## config.mk

```make
export PLATFORM = sky130hd
export DESIGN_NAME = des_round_sequencer
export DESIGN_NICKNAME = d
export VERILOG_FILES = /design/src/rtl/des_round_sequencer.sv
export SDC_FILE = /design/constraint.sdc
export NUM_CORES = 1
export LEC_CHECK = 0
export ABC_AREA = 0
export BUFFER_PORTS_ARGS = -buffer_cell sky130_fd_sc_hd__buf_4
export CAP_MARGIN = 20
export CORE_AREA = 2 2 154 156
export CTS_BUF_LIST = sky130_fd_sc_hd__clkbuf_8
export DETAILED_ROUTE_END_ITERATION = 16
export DIE_AREA = 0 0 156 158
export HOLD_SLACK_MARGIN = 0.03
export PLACE_DENSITY_LB_ADDON = 0.12
export SKIP_LAST_GASP = 1
export SLEW_MARGIN = 20
export SYNTH_ARGS = -nofsm -noshare
export SYNTH_HDL_FRONTEND = slang
export SYNTH_SLANG_ARGS = --single-unit
```

## constraint.sdc

```tcl
create_clock -name clk -period 2.3 [get_ports clk]
set_clock_uncertainty 0.1 [all_clocks]
set_input_delay 0.46 -clock clk [delete_from_list [all_inputs] [get_ports clk]]
set_output_delay 0.46 -clock clk [all_outputs]
set_load 0.02 [all_outputs]
```

## src/rtl/des_round_sequencer.sv

```systemverilog
// Round sequencer for the iterative DES core: accepts a block, sweeps roundSel 0..15, captures the result.
// Optional one-entry input prefetch buffer is enabled by defining DES_SEQ_PREFETCH_EN.
module des_round_sequencer #(
    parameter int unsigned CORE_LAT = 1,
    parameter int unsigned CNT_W    = 16
) (
    input  logic             clk,
    input  logic             rst,
    input  logic             in_valid,
    output logic             in_ready,
    input  logic [63:0]      in_data,
    input  logic [55:0]      in_key,
    input  logic             in_decrypt,
    output logic [3:0]       core_roundSel,
    output logic             core_decrypt,
    output logic [55:0]      core_key,
    output logic [63:0]      core_desIn,
    input  logic [63:0]      core_desOut,
    output logic             out_valid,
    input  logic             out_ready,
    output logic [63:0]      out_data,
    output logic             busy,
    output logic [CNT_W-1:0] blk_count
);

    localparam int unsigned DATA_W = 64;
    localparam int unsigned KEY_W  = 56;
    localparam int unsigned RND_W  = 4;
    localparam int unsigned LAT_W  = 2;

    localparam logic [RND_W-1:0] LAST_RND = RND_W'(15);
    localparam logic [LAT_W-1:0] LAT_INIT = LAT_W'(CORE_LAT - 1);

    typedef enum logic [1:0] {
        S_IDLE,
        S_RUN,
        S_WAIT,
        S_HOLD
    } state_e;

    state_e             state_q, state_d;
    logic [RND_W-1:0]   rnd_q, rnd_d;
    logic [LAT_W-1:0]   lat_q, lat_d;
    logic [DATA_W-1:0]  wdata_q, wdata_d;
    logic [KEY_W-1:0]   wkey_q, wkey_d;
    logic               wdec_q, wdec_d;
    logic [DATA_W-1:0]  out_data_q, out_data_d;
    logic               out_valid_q, out_valid_d;
    logic               busy_q, busy_d;
    logic [CNT_W-1:0]   cnt_q, cnt_d;
    logic               accept_c;
    logic               out_hs_c;

`ifdef DES_SEQ_PREFETCH_EN
    logic               buf_vld_q, buf_vld_d;
    logic [DATA_W-1:0]  buf_data_q, buf_data_d;
    logic [KEY_W-1:0]   buf_key_q, buf_key_d;
    logic               buf_dec_q, buf_dec_d;

    assign in_ready = !rst && ((state_q == S_IDLE) || !buf_vld_q);
`else
    assign in_ready = !rst && (state_q == S_IDLE);
`endif

    assign accept_c = in_valid && in_ready;
    assign out_hs_c = out_valid_q && out_ready;

    // Next-state and datapath; roundSel register is held at 0 outside RUN
    always_comb begin
        state_d     = state_q;
        rnd_d       = rnd_q;
        lat_d       = lat_q;
        wdata_d     = wdata_q;
        wkey_d      = wkey_q;
        wdec_d      = wdec_q;
        out_data_d  = out_data_q;
        out_valid_d = out_valid_q;
        busy_d      = busy_q;
        cnt_d       = cnt_q;
`ifdef DES_SEQ_PREFETCH_EN
        buf_vld_d   = buf_vld_q;
        buf_data_d  = buf_data_q;
        buf_key_d   = buf_key_q;
        buf_dec_d   = buf_dec_q;
`endif

        case (state_q)
            S_IDLE: begin
                if (accept_c) begin
                    wdata_d = in_data;
                    wkey_d  = in_key;
                    wdec_d  = in_decrypt;
                    rnd_d   = '0;
                    state_d = S_RUN;
                    busy_d  = 1'b1;
                end
            end
            S_RUN: begin
                if (rnd_q == LAST_RND) begin
                    rnd_d   = '0;
                    lat_d   = LAT_INIT;
                    state_d = S_WAIT;
                end else begin
                    rnd_d = rnd_q + RND_W'(1);
                end
            end
            S_WAIT: begin
                if (lat_q == '0) begin
                    out_data_d  = core_desOut;
                    out_valid_d = 1'b1;
                    state_d     = S_HOLD;
                end else begin
                    lat_d = lat_q - LAT_W'(1);
                end
            end
            S_HOLD: begin
                if (out_hs_c) begin
                    out_valid_d = 1'b0;
                    cnt_d       = cnt_q + CNT_W'(1);
                    state_d     = S_IDLE;
                    busy_d      = 1'b0;
`ifdef DES_SEQ_PREFETCH_EN
                    // Chain straight into the next block: buffered one first, else a same-edge offer
                    if (buf_vld_q) begin
                        wdata_d   = buf_data_q;
                        wkey_d    = buf_key_q;
                        wdec_d    = buf_dec_q;
                        buf_vld_d = 1'b0;
                        rnd_d     = '0;
                        state_d   = S_RUN;
                        busy_d    = 1'b1;
                    end else if (accept_c) begin
                        wdata_d = in_data;
                        wkey_d  = in_key;
                        wdec_d  = in_decrypt;
                        rnd_d   = '0;
                        state_d = S_RUN;
                        busy_d  = 1'b1;
                    end
`endif
                end
            end
            default: begin
                state_d = S_IDLE;
            end
        endcase

`ifdef DES_SEQ_PREFETCH_EN
        if (accept_c && (state_q != S_IDLE) && !((state_q == S_HOLD) && out_hs_c)) begin
            buf_vld_d  = 1'b1;
            buf_data_d = in_data;
            buf_key_d  = in_key;
            buf_dec_d  = in_decrypt;
        end
`endif
    end

    always_ff @(posedge clk) begin
        if (rst) begin
            state_q     <= S_IDLE;
            rnd_q       <= '0;
            lat_q       <= '0;
            wdata_q     <= '0;
            wkey_q      <= '0;
            wdec_q      <= 1'b0;
            out_data_q  <= '0;
            out_valid_q <= 1'b0;
            busy_q      <= 1'b0;
            cnt_q       <= '0;
`ifdef DES_SEQ_PREFETCH_EN
            buf_vld_q   <= 1'b0;
            buf_data_q  <= '0;
            buf_key_q   <= '0;
            buf_dec_q   <= 1'b0;
`endif
        end else begin
            state_q     <= state_d;
            rnd_q       <= rnd_d;
            lat_q       <= lat_d;
            wdata_q     <= wdata_d;
            wkey_q      <= wkey_d;
            wdec_q      <= wdec_d;
            out_data_q  <= out_data_d;
            out_valid_q <= out_valid_d;
            busy_q      <= busy_d;
            cnt_q       <= cnt_d;
`ifdef DES_SEQ_PREFETCH_EN
            buf_vld_q   <= buf_vld_d;
            buf_data_q  <= buf_data_d;
            buf_key_q   <= buf_key_d;
            buf_dec_q   <= buf_dec_d;
`endif
        end
    end

    assign core_roundSel = rnd_q;
    assign core_desIn    = wdata_q;
    assign core_key      = wkey_q;
    assign core_decrypt  = wdec_q;
    assign out_data      = out_data_q;
    assign out_valid     = out_valid_q;
    assign busy          = busy_q;
    assign blk_count     = cnt_q;

endmodule
```

==> results of run 1 <==
layer usage:
layer / GRT usage [%] / up-vias / part of all wire [%]
met5: 0 / - / 0
li1: - / 4148 / -
met4: 8.56 / 0 / 3.2
met2: 33.6 / 308 / 48
met3: 6.46 / 62 / 8.5
met1: 23.6 / 3721 / 40
path summary, 6_finish.rpt:
| path | cells past startpoint | endpoint | from |
|---|---|---|---|
| max | 4 | in_ready | state_q[0] |
| min | 3 | out_data[35] | core_desOut[35] |
| max reg2reg | 5 | blk_count[14] | state_q[0] |
| min reg2reg | 2 | out_data[35] | out_data[35] |
timing repair:
action / in CTS / in global routing
buffers inserted: 0 / 0
hold endpoints to repair: 121 / 0
hold buffers: 121 / 0
layout make-up:
class	instances	area share, %
clock buffers	46	4.84
clock inverters	18	0.745
inverters	5	0.143
multi-input cells	679	26.1
flip-flops and latches	211	32.3
well taps	290	2.77
repair buffers	527	33.1
state kept, by name, indices dropped and copies added (netlist names):
signal,cells
core_desIn,64
out_data,64
core_key,56
blk_count,16
core_roundSel,4
lat_q,2
state_q,2
busy,1
core_decrypt,1
out_valid,1
stage by stage:
stage          hold slack, ns  cells  util, %
5_1_grt                0.0606   1776     56.8
4_1_cts                0.0477   1776     56.8
3_3_place_gp            0.342   1591     48.4
6_report               0.0834   1776     56.8
3_5_place_dp            0.347   1591     48.4
2_1_floorplan           0.376    960        -
report_power, final:
part           total (mW)  switching (mW)  internal, mW  leakage (nW)
Combinational        4.26            2.47          1.78          4.05
Sequential           4.77           0.392          4.38          1.72
Clock                3.42            1.51          1.91         0.431
cell families after synthesis:
kind of cell,after synthesis
AND/OR/NAND/NOR,564
flip-flops,211
AO/OA/AOI/OAI,96
buffers and inverters,70
XOR/XNOR,10
adder cells (fa/ha/maj),8
multiplexers,1
critical path, stage by stage, from the launching register on:
cell     delay [ns]
dfxtp_1        0.37
inv_1          0.10
ha_1           0.30
nor2b_1        0.17
buf_4          0.17
layout by cell type, fill, tap and decap left out, types with 8 or more instances in the layout:
cell | synthesis | final
buf_4 | 0 | 400
nand2_1 | 382 | 381
dfxtp_1 | 211 | 211
nand3b_1 | 122 | 122
dlygate4sd3_1 | 0 | 121
a21oi_1 | 75 | 75
clkbuf_8 | 0 | 46
inv_1 | 5 | 19
nor2_1 | 20 | 19
nand3_1 | 9 | 9
o21ai_0 | 8 | 8
nand4_1 | 8 | 8
ha_1 | 8 | 8
==> summary.md, run 1 <==
| Metric | Value |
|---|---|
| Maximum VDD drop | slightly below 0.5 mV |
| Min Clock Period, post-route | about 2.2 ns |
| Sink Count | 211 |
| Final WS setup | between 0.1 and 0.15 ns |
| Multiplexer share of the synthesized area | 0.127% |
| CTS buffer count | 38 |
| Setup_tns | 0 ns |
| Critical Path AT | 1.62 ns |
| Mean Syn Cell Area | just over 8 um2 |
| Nets | 1659 |
| Diode count | 0 |
| Fin area | roughly 13000 um2 |
| I/O Buffers | between 300 and 400 |
| Largest cells by area after synthesis | dfxtp_1 (53%), nand2_1 (18%), nand3b_1 (12%) |
| CP endpoint kind | primary output |
| Crit Path Class | flip-flop to primary output |
| Post-synth top area share | about 53% |
| Die span in x | roughly 160 um |
| RePlAce Congestion | approximately 0.8 |
| Area Overhead vs Synth | 65.7% |
| GRT Total Usage | roughly a fifth |
| Syn_nets | ~1200 |
| Core area | 23100 um2 |
| Ys flop type | dfxtp_1 |
| Cells after synthesis | 960 |
| Via density | between 4 and 5 |
| Crit start category | flip-flop |
| R2r setup slk | 0.25 ns |
| Num rows | 56 |
| Worst Tran Pin Value | around 0.56 ns |
| Die Y | between 150 and 200 um |
| Fin. Hold Viols | 0 |
| Register area share after synthesis | a little over half |
| Top cell type by total area after synthesis | dfxtp_1 |
| Final Setup Violations | 0 |
| Largest family of logic cells by synthesized area | simple AND/OR/NAND/NOR gates |
| FF/Latch Area | 4220 um2 |
| CTS tree | done |
| Fmax | 459 MHz |
| IO Count | about 400 |
| Largest net degree at the start of global routing | roughly 110 |
| Adder-Cell Fraction of Synth Area | under 10% |
| PostCTS Resize Cnt | 0 |
| Number of global-route vias before repair | between 7000 and 8000 |
| Initial core utilization | between 30% and 40% |
| # DRC | 0 |
| Final Power | ~12 mW |
| WL per Instance | 14.8 um |
| Clk_lat worst skew | a little over 0.5 ns |
| Most frequent cells after synthesis | nand2_1 (382), dfxtp_1 (211), nand3b_1 (122) |
| CTS Root Cell | clkbuf_8 |
| Synthesized area | 7900 um2 |
| Max Cap Violations | 0 |
| Synthesized flop and latch total | 211 |
| H-tree depth | 2 |
| Post-DP HPWL | between 15000 and 20000 um |
| Worst slack, placed | 0.263 ns |
| Post-DP Area | 11200 um2 |
| Grt total ovfl | 0 |
| RSZ-0062 raised after global routing | no |
| Slew margin rel. | a little over three fifths |
| Clock Pin Slew Worst Setup and Hold Paths | around 0.060 ns |
| Die area | ~25000 um2 |
| Count leader, synth | nand2_1 |
| Final WL | between 20000 and 30000 um |
| Post-Synth Simple-Gate Area | between 30 and 40% |
| CP Max Fanout | 8 |
| Initial antenna violation count | 0 |
| CP Data Required Time | between 1.5 and 2 ns |
| Total number of vias | just over 8000 |
| Pwr dens | 950 nW/um2 |
| Warnings, synthesis | 0 |
| Compound-cell area share of the yosys netlist | under 10% |
| Static leakage | approximately 6.2 nW |
| First-pass GRT wire length | ~40000 um |
| Fill cells | between 2000 and 2500 |
| Outcome | finished, final reports clean |
| Count of cell types in the netlist | 40 |
| Buffer depth of the longest clock path | 3 |
| DRT antenna net count | 0 |
| Share of synthesized flip-flops with an asynchronous set or reset | 0% |
| DR pass1 iterations | 4 |
| Post-synth EDFFs | 0 |
| Starting DRC count in detailed routing | about 430 |
| Synth Area in XOR/XNOR | 1.11% |
| Final worst-path cycle share | 94.8% |
| Multi-input gate area | 3420 um2 |
| Slew Limit Fails | 0 |
| Hold Crit Class | input port to flip-flop |
| Layout cell share with drive strength beyond 1 | a little under a third |
Note: power is estimated with default switching activity, not from simulation.
==> run 2, diff against run 1 <==
ABC_AREA = 1   (was 0)
CORE_AREA = 2 2 152 154   (was 2 2 154 156)
DIE_AREA = 0 0 154 156   (was 0 0 156 158)
==> run 2 against run 1 <==
  * Non-clock buffer count fell by 8
  * Critical path depth rose by 1
  * Core utilization rose by 0.64 points
  * Via count rose by 0.73%
  * Area after synthesis fell by 2.0%
  * Register-to-register slack improved by 0.19 ns
  * Largest cell class unchanged
  * Highest routed layer unchanged
==> summary.md, run 2 <==
| Metric | Value |
|---|---|
| Outcome | finished, final reports clean |
| Most frequent cells after synthesis | nand2_1 (286), dfxtp_1 (211), nor2_1 (160) |
| GRT met2 Usage | about 36% |
| CTS buffer count | 39 |
| Fin area | about 13000 um2 |
| Final worst-path cycle share | approximately 92% |
| Num rows | 55 |
| Post-DP HPWL | 16500 um |
| Setup_tns | 0 ns |
| CP endpoint kind | primary output |
| Layout cell share with drive strength beyond 1 | between 30% and 40% |
| Post-synth top area share | around 55% |
| Warnings, synthesis | 0 |
| # DRC | 0 |
| Global routing usage on met1 | ~22% |
| Largest cells by area after synthesis | dfxtp_1 (55%), nand2_1 (14%), nand3_1 (8.6%) |
| Die area | around 24000 um2 |
| GRT Total Usage | roughly a fifth |
| WL per Instance | between 10 and 15 um |
| Crit start category | flip-flop |
| Mean Syn Cell Area | 7.70 um2 |
| GR peak layer | met2 |
| Ys flop type | dfxtp_1 |
| CTS Root Cell | clkbuf_8 |
| Diode count | 0 |
| Initial antenna violation count | 0 |
| RSZ-0062 raised after global routing | no |
| Most frequent cells in the layout | buf_4 (399), nand2_1 (286), dfxtp_1 (211) |
| Area Overhead vs Synth | 66.0% |
| Post-CTS setup buffer count | 0 |
| FF-to-FF End | core_desIn[48] |
| IO Count | about 400 |
| Maximum VDD drop | just under 0.5 mV |
| Slew margin rel. | between 60 and 70% |
| Clock Pin Slew Worst Setup and Hold Paths | 0.06 ns |
| Synthesized flop and latch total | between 200 and 250 |
| Synthesized area | 7740 um2 |
| DRT antenna net count | 0 |
| Worst-case reg-to-reg path depth | 6 |
| Worst reg2reg startpoint | state_q[0] |
| Final WS setup | ~0.18 ns |
| Total number of vias | between 8000 and 9000 |
| Share of synthesized flip-flops with an asynchronous set or reset | 0% |
| CP Max Fanout | 4 |
| Top cell type by total area after synthesis | dfxtp_1 |
| Count leader, synth | nand2_1 |
| DR pass1 iterations | 5 |
| Fin. Hold Viols | 0 |
| Static leakage | approximately 6.4 nW |
| Die Y | 156 um |
| Crit Path Class | flip-flop to primary output |
| Die span in x | roughly 150 um |
| Fill cells | ~2100 |
| Max Cap Violations | 0 |
| PostCTS Resize Cnt | 0 |
| Critical Path Source | state_q[0] |
| Critical Path AT | around 1.6 ns |
| CTS tree | done |
| Final Power | 13.1 mW |
| Worst Tran Pin Value | roughly 0.58 ns |
| Hold Crit Class | input port to flip-flop |
| Sink Count | 211 |
| Syn_nets | 1202 |
| Buffer depth of the longest clock path | 3 |
| Starting DRC count in detailed routing | just over 400 |
| Commonest non-fill, non-tap cell in the layout | buf_4 |
| Final WL | approximately 26000 um |
| Via density | approximately 4.6 |
| Clk_lat worst skew | between 0.5 and 0.6 ns |
| CP endpoint | in_ready |
| Worst slack, placed | around 0.37 ns |
| Post-synth EDFFs | 0 |
| Number of global-route vias before repair | about 8000 |
| Cells after synthesis | between 1000 and 1500 |
| Final Setup Violations | 0 |
| Hold slack | 0.0587 ns |
| Min Clock Period, post-route | roughly 2.1 ns |
| H-tree depth | 2 |
| Register area share after synthesis | between 50% and 60% |
| Count of cell types in the netlist | 26 |
| RePlAce Congestion | 0.785 |
| Grt total ovfl | 0 |
| R2r setup slk | 0.44 ns |
| Nets | between 1500 and 2000 |
| GR Util met3 | ~6.3% |
| Post-DP Area | roughly 11000 um2 |
| Slew Limit Fails | 0 |
| First-pass GRT wire length | around 40000 um |
| Pwr dens | approximately 1000 nW/um2 |
| Initial core utilization | 34.6% |
| Largest net degree at the start of global routing | around 120 |
| CP Data Required Time | ~1.7 ns |
| Core area | 22400 um2 |
| Fmax | 472 MHz |
| I/O Buffers | between 300 and 400 |
[run 2: cell count changes after synthesis, moves of 9 or more]
cell	previous run	this run
nand3_1	9	133
buf_1	2	11
nand3b_1	122	0
buf_6	0	9
nand2_1	382	286
o21ai_0	8	73
a21oi_1	75	16
buf_2	1	24
clkbuf_1	62	19
nor2_1	20	160
inv_1	5	29
[run 2: worst max-delay path, stage by stage, from the launching register on]
cell     delay (ns)
dfxtp_1        0.34
inv_1          0.11
ha_1           0.30
inv_1          0.06
nor2_1         0.09
buf_4          0.16
[run 2: cell type report]
| type | instances | area [um2] | share of cell area [%] |
|---|---|---|---|
| Sequential cell | 211 | 4220 | 32.9 |
| Inverter | 32 | 126 | 0.984 |
| Tap cell | 285 | 357 | 2.78 |
| Clock buffer | 55 | 757 | 5.89 |
| Clock inverter | 13 | 57.6 | 0.448 |
| Timing Repair Buffer | 519 | 4260 | 33.1 |
| Multi-Input combinational cell | 699 | 3070 | 23.9 |
[run 2: kinds of logic after synthesis]
kind of cell / synth area share, %
simple gates: 31.7
fa+ha+maj: 1.29
compound gates: 6.32
xor+xnor: 0.226
buf+inv: 5.87
flops: 54.6
[run 2: worst min path at each step]
stage | start | to | slack, ns | depth (start not counted)
finish | in_key[4] | core_key[4] | 0.06 | 3
CTS | in_key[4] | core_key[4] | 0.03 | 3
detailed placement | lat_q[1] | lat_q[1] | 0.35 | 2
global placement | lat_q[1] | lat_q[1] | 0.35 | 2
floorplan | lat_q[1] | lat_q[1] | 0.33 | 2
global route | in_data[63] | core_desIn[63] | 0.04 | 3
[run 2: through the flow]
step	utilization [%]	std cells
after floorplan	-	1005
after global placement	48.7	1632
after detailed placement	48.7	1632
after CTS	57.4	1814
after global routing	57.4	1814
final	57.4	1814
[run 2: repair_timing]
action / 4_1_cts / 5_1_grt
setup endpoints to repair: 0 / 0
endpoints found under the hold margin: 114 / 0
hold buffers: 114 / 0
[run 2: report_power, final]
part / total (mW) / switching, mW / internal [mW]
Sequential: 4.97 / 0.449 / 4.52
Combinational: 4.51 / 2.60 / 1.91
Clock: 3.63 / 1.52 / 2.11
[run 2: metal layers]
metal,routed length [um],share of wire (%)
met2,12700,50
met5,0,0
met4,855,3.3
met1,10000,39
met3,1930,7.6
==> run 3, diff against run 2 <==
ABC_AREA = not set   (was 1)
CORE_AREA = 2 2 154 156   (was 2 2 152 154)
DIE_AREA = 0 0 156 158   (was 0 0 154 156)
GPL_TIMING_DRIVEN = 0   (was not set)
==> run 3 against run 2 <==
  * Non-clock buffer count rose by 55
  * Power fell by 6.0%
  * Final area rose by 1.9%
  * Hold slack improved by 0.0069 ns
  * Critical path depth fell by 1
  * Critical path type unchanged
  * Largest power group unchanged
==> summary.md, run 3 (synthesized netlist as in run 1, its figures left out) <==
| Metric | Value |
|---|---|
| Outcome | finished, final reports clean |
| Largest net degree at the start of global routing | 11 |
| Post-DP Area | 11200 um2 |
| Initial core utilization | ~34% |
| Area Overhead vs Synth | 65.7% |
| IO Count | slightly below 400 |
| Hold Crit Class | input port to flip-flop |
| Multi-input gate area | 3420 um2 |
| CP Data Required Time | approximately 1.7 ns |
| Final worst-path cycle share | between 90 and 100% |
| Core area | about 23000 um2 |
| Total number of vias | 8491 |
| H-tree depth | 2 |
| Crit start category | flip-flop |
| Static leakage | ~6.2 nW |
| Slew Limit Fails | 0 |
| Via density | 4.67 |
| CP max-delay cell | dfxtp_1 |
| Fmax | about 460 MHz |
| RSZ-0062 raised after global routing | no |
| Max Cap Violations | 0 |
| FF/Latch Area | around 4200 um2 |
| CP Max Fanout | 8 |
| GRT Total Usage | ~22% |
| Final Util | 56.8% |
| Commonest non-fill, non-tap cell in the layout | buf_4 |
| DR pass1 iterations | 4 |
| WL per Instance | roughly 16 um |
| Fin area | between 10000 and 15000 um2 |
| CTS buffer count | 38 |
| Final WL | around 29000 um |
| CTS tree | done |
| Diode count | 0 |
| Most frequent cells in the layout | buf_4 (396), nand2_1 (381), dfxtp_1 (211) |
| Starting DRC count in detailed routing | between 200 and 300 |
| Die Y | 158 um |
| Fill cells | 2140 |
| Clk_lat worst skew | 0.53 ns |
| DRT antenna net count | 0 |
| Post-DP HPWL | between 20000 and 25000 um |
| Layout cell share with drive strength beyond 1 | 31.2% |
| Nets | about 1700 |
| Min Clock Period, post-route | roughly 2.2 ns |
| Clock Pin Slew Worst Setup and Hold Paths | approximately 0.060 ns |
| Max stage delay on crit path | 0.39 ns |
| Sink Count | between 200 and 250 |
| Pwr dens | 941 nW/um2 |
| Maximum VDD drop | 0.477 mV |
| Num rows | 56 |
| CP endpoint kind | primary output |
| Worst Tran Pin Value | approximately 0.67 ns |
| Die span in x | roughly 160 um |
| # DRC | 0 |
| Setup_tns | 0 ns |
| Final Setup Violations | 0 |
| Critical Path AT | 1.60 ns |
| RePlAce Congestion | 0.798 |
| Initial antenna violation count | 0 |
| Grt total ovfl | 0 |
| Number of global-route vias before repair | around 8500 |
| First-pass GRT wire length | 43400 um |
| Fin. Hold Viols | 0 |
| Post-CTS setup buffer count | 0 |
| Crit Path Class | flip-flop to primary output |
| Die area | roughly 25000 um2 |
| CTS Root Cell | clkbuf_8 |
| Critical-path cell list | inv_1, ha_2, nor2b_1, buf_4 |
| I/O Buffers | about 400 |
| Slew margin rel. | 55.0% |
| Buffer depth of the longest clock path | 3 |
-- run 3: cell count changes in the layout (fill, tap and decap cells not counted), sizes merged, moves of 7 or more --
cell and change:
nand3 -125, nand2 +96, nand3b +122, buf -7, nor2 -144, inv -21, o21ai -66, clkbuf +51
a21oi +59
-- run 3: area by class of cell --
| cell class | instances | share of cell area [%] |
|---|---|---|
| inverters | 5 | 0.143 |
| flip-flops and latches | 211 | 32.3 |
| clock inverters | 17 | 0.516 |
| multi-input cells | 679 | 26.1 |
| well taps | 290 | 2.77 |
| clock buffers | 44 | 4.63 |
| plain buffers | 64 | 2.11 |
| repair buffers | 510 | 31.4 |
-- run 3: power by group --
group | switching (mW) | total (mW) | internal (mW)
Sequential | 0.414 | 4.79 | 4.38
Clock | 1.49 | 3.21 | 1.72
Combinational | 2.54 | 4.32 | 1.78
-- run 3: through the flow --
stage	std cells	setup slack [ns]	hold WS, ns	power [mW]
after detailed placement	1646	-0.299	0.347	8.99
after global routing	1820	0.0429	0.0403	13.0
final	1820	0.142	0.0656	12.3
after CTS	1821	0.0164	0.0332	12.4
after global placement	1646	-0.237	0.342	8.95
after floorplan	960	0.273	0.376	7.03
-- run 3: worst max-delay path, delay by kind of cell, from the launching register on --
kind | cells | cell delay [ns]
adder cells (fa/ha/maj) | 1 | 0.24
buffers and inverters | 2 | 0.29
AND/OR/NAND/NOR | 1 | 0.14
flip-flops | 1 | 0.39
-- run 3: worst paths after layout --
| check | depth (start not counted) | from | slack, ns | endpoint |
|---|---|---|---|---|
| worst max-delay path | 4 | state_q[0] | 0.14 | in_ready |
| worst min-delay path | 3 | in_data[61] | 0.07 | core_desIn[61] |
| worst max register to register | 5 | state_q[0] | 0.21 | blk_count[14] |
| worst min register to register | 2 | out_data[20] | 0.35 | out_data[20] |
-- run 3: what timing repair did --
action,CTS,global route
setup endpoints to repair,130,151
hold endpoints to repair,114,0
gates resized for setup,19,17
hold buffers,114,0
pin swaps,0,0
-- run 3: per-layer routing --
metal / part of all wire (%) / GRT usage [%] / up-vias
met5: 0 / 0 / -
met4: 2.6 / 7.69 / 0
li1: - / - / 4248
met1: 39 / 23.9 / 3856
met2: 49 / 39.9 / 326
met3: 8.8 / 7.61 / 61
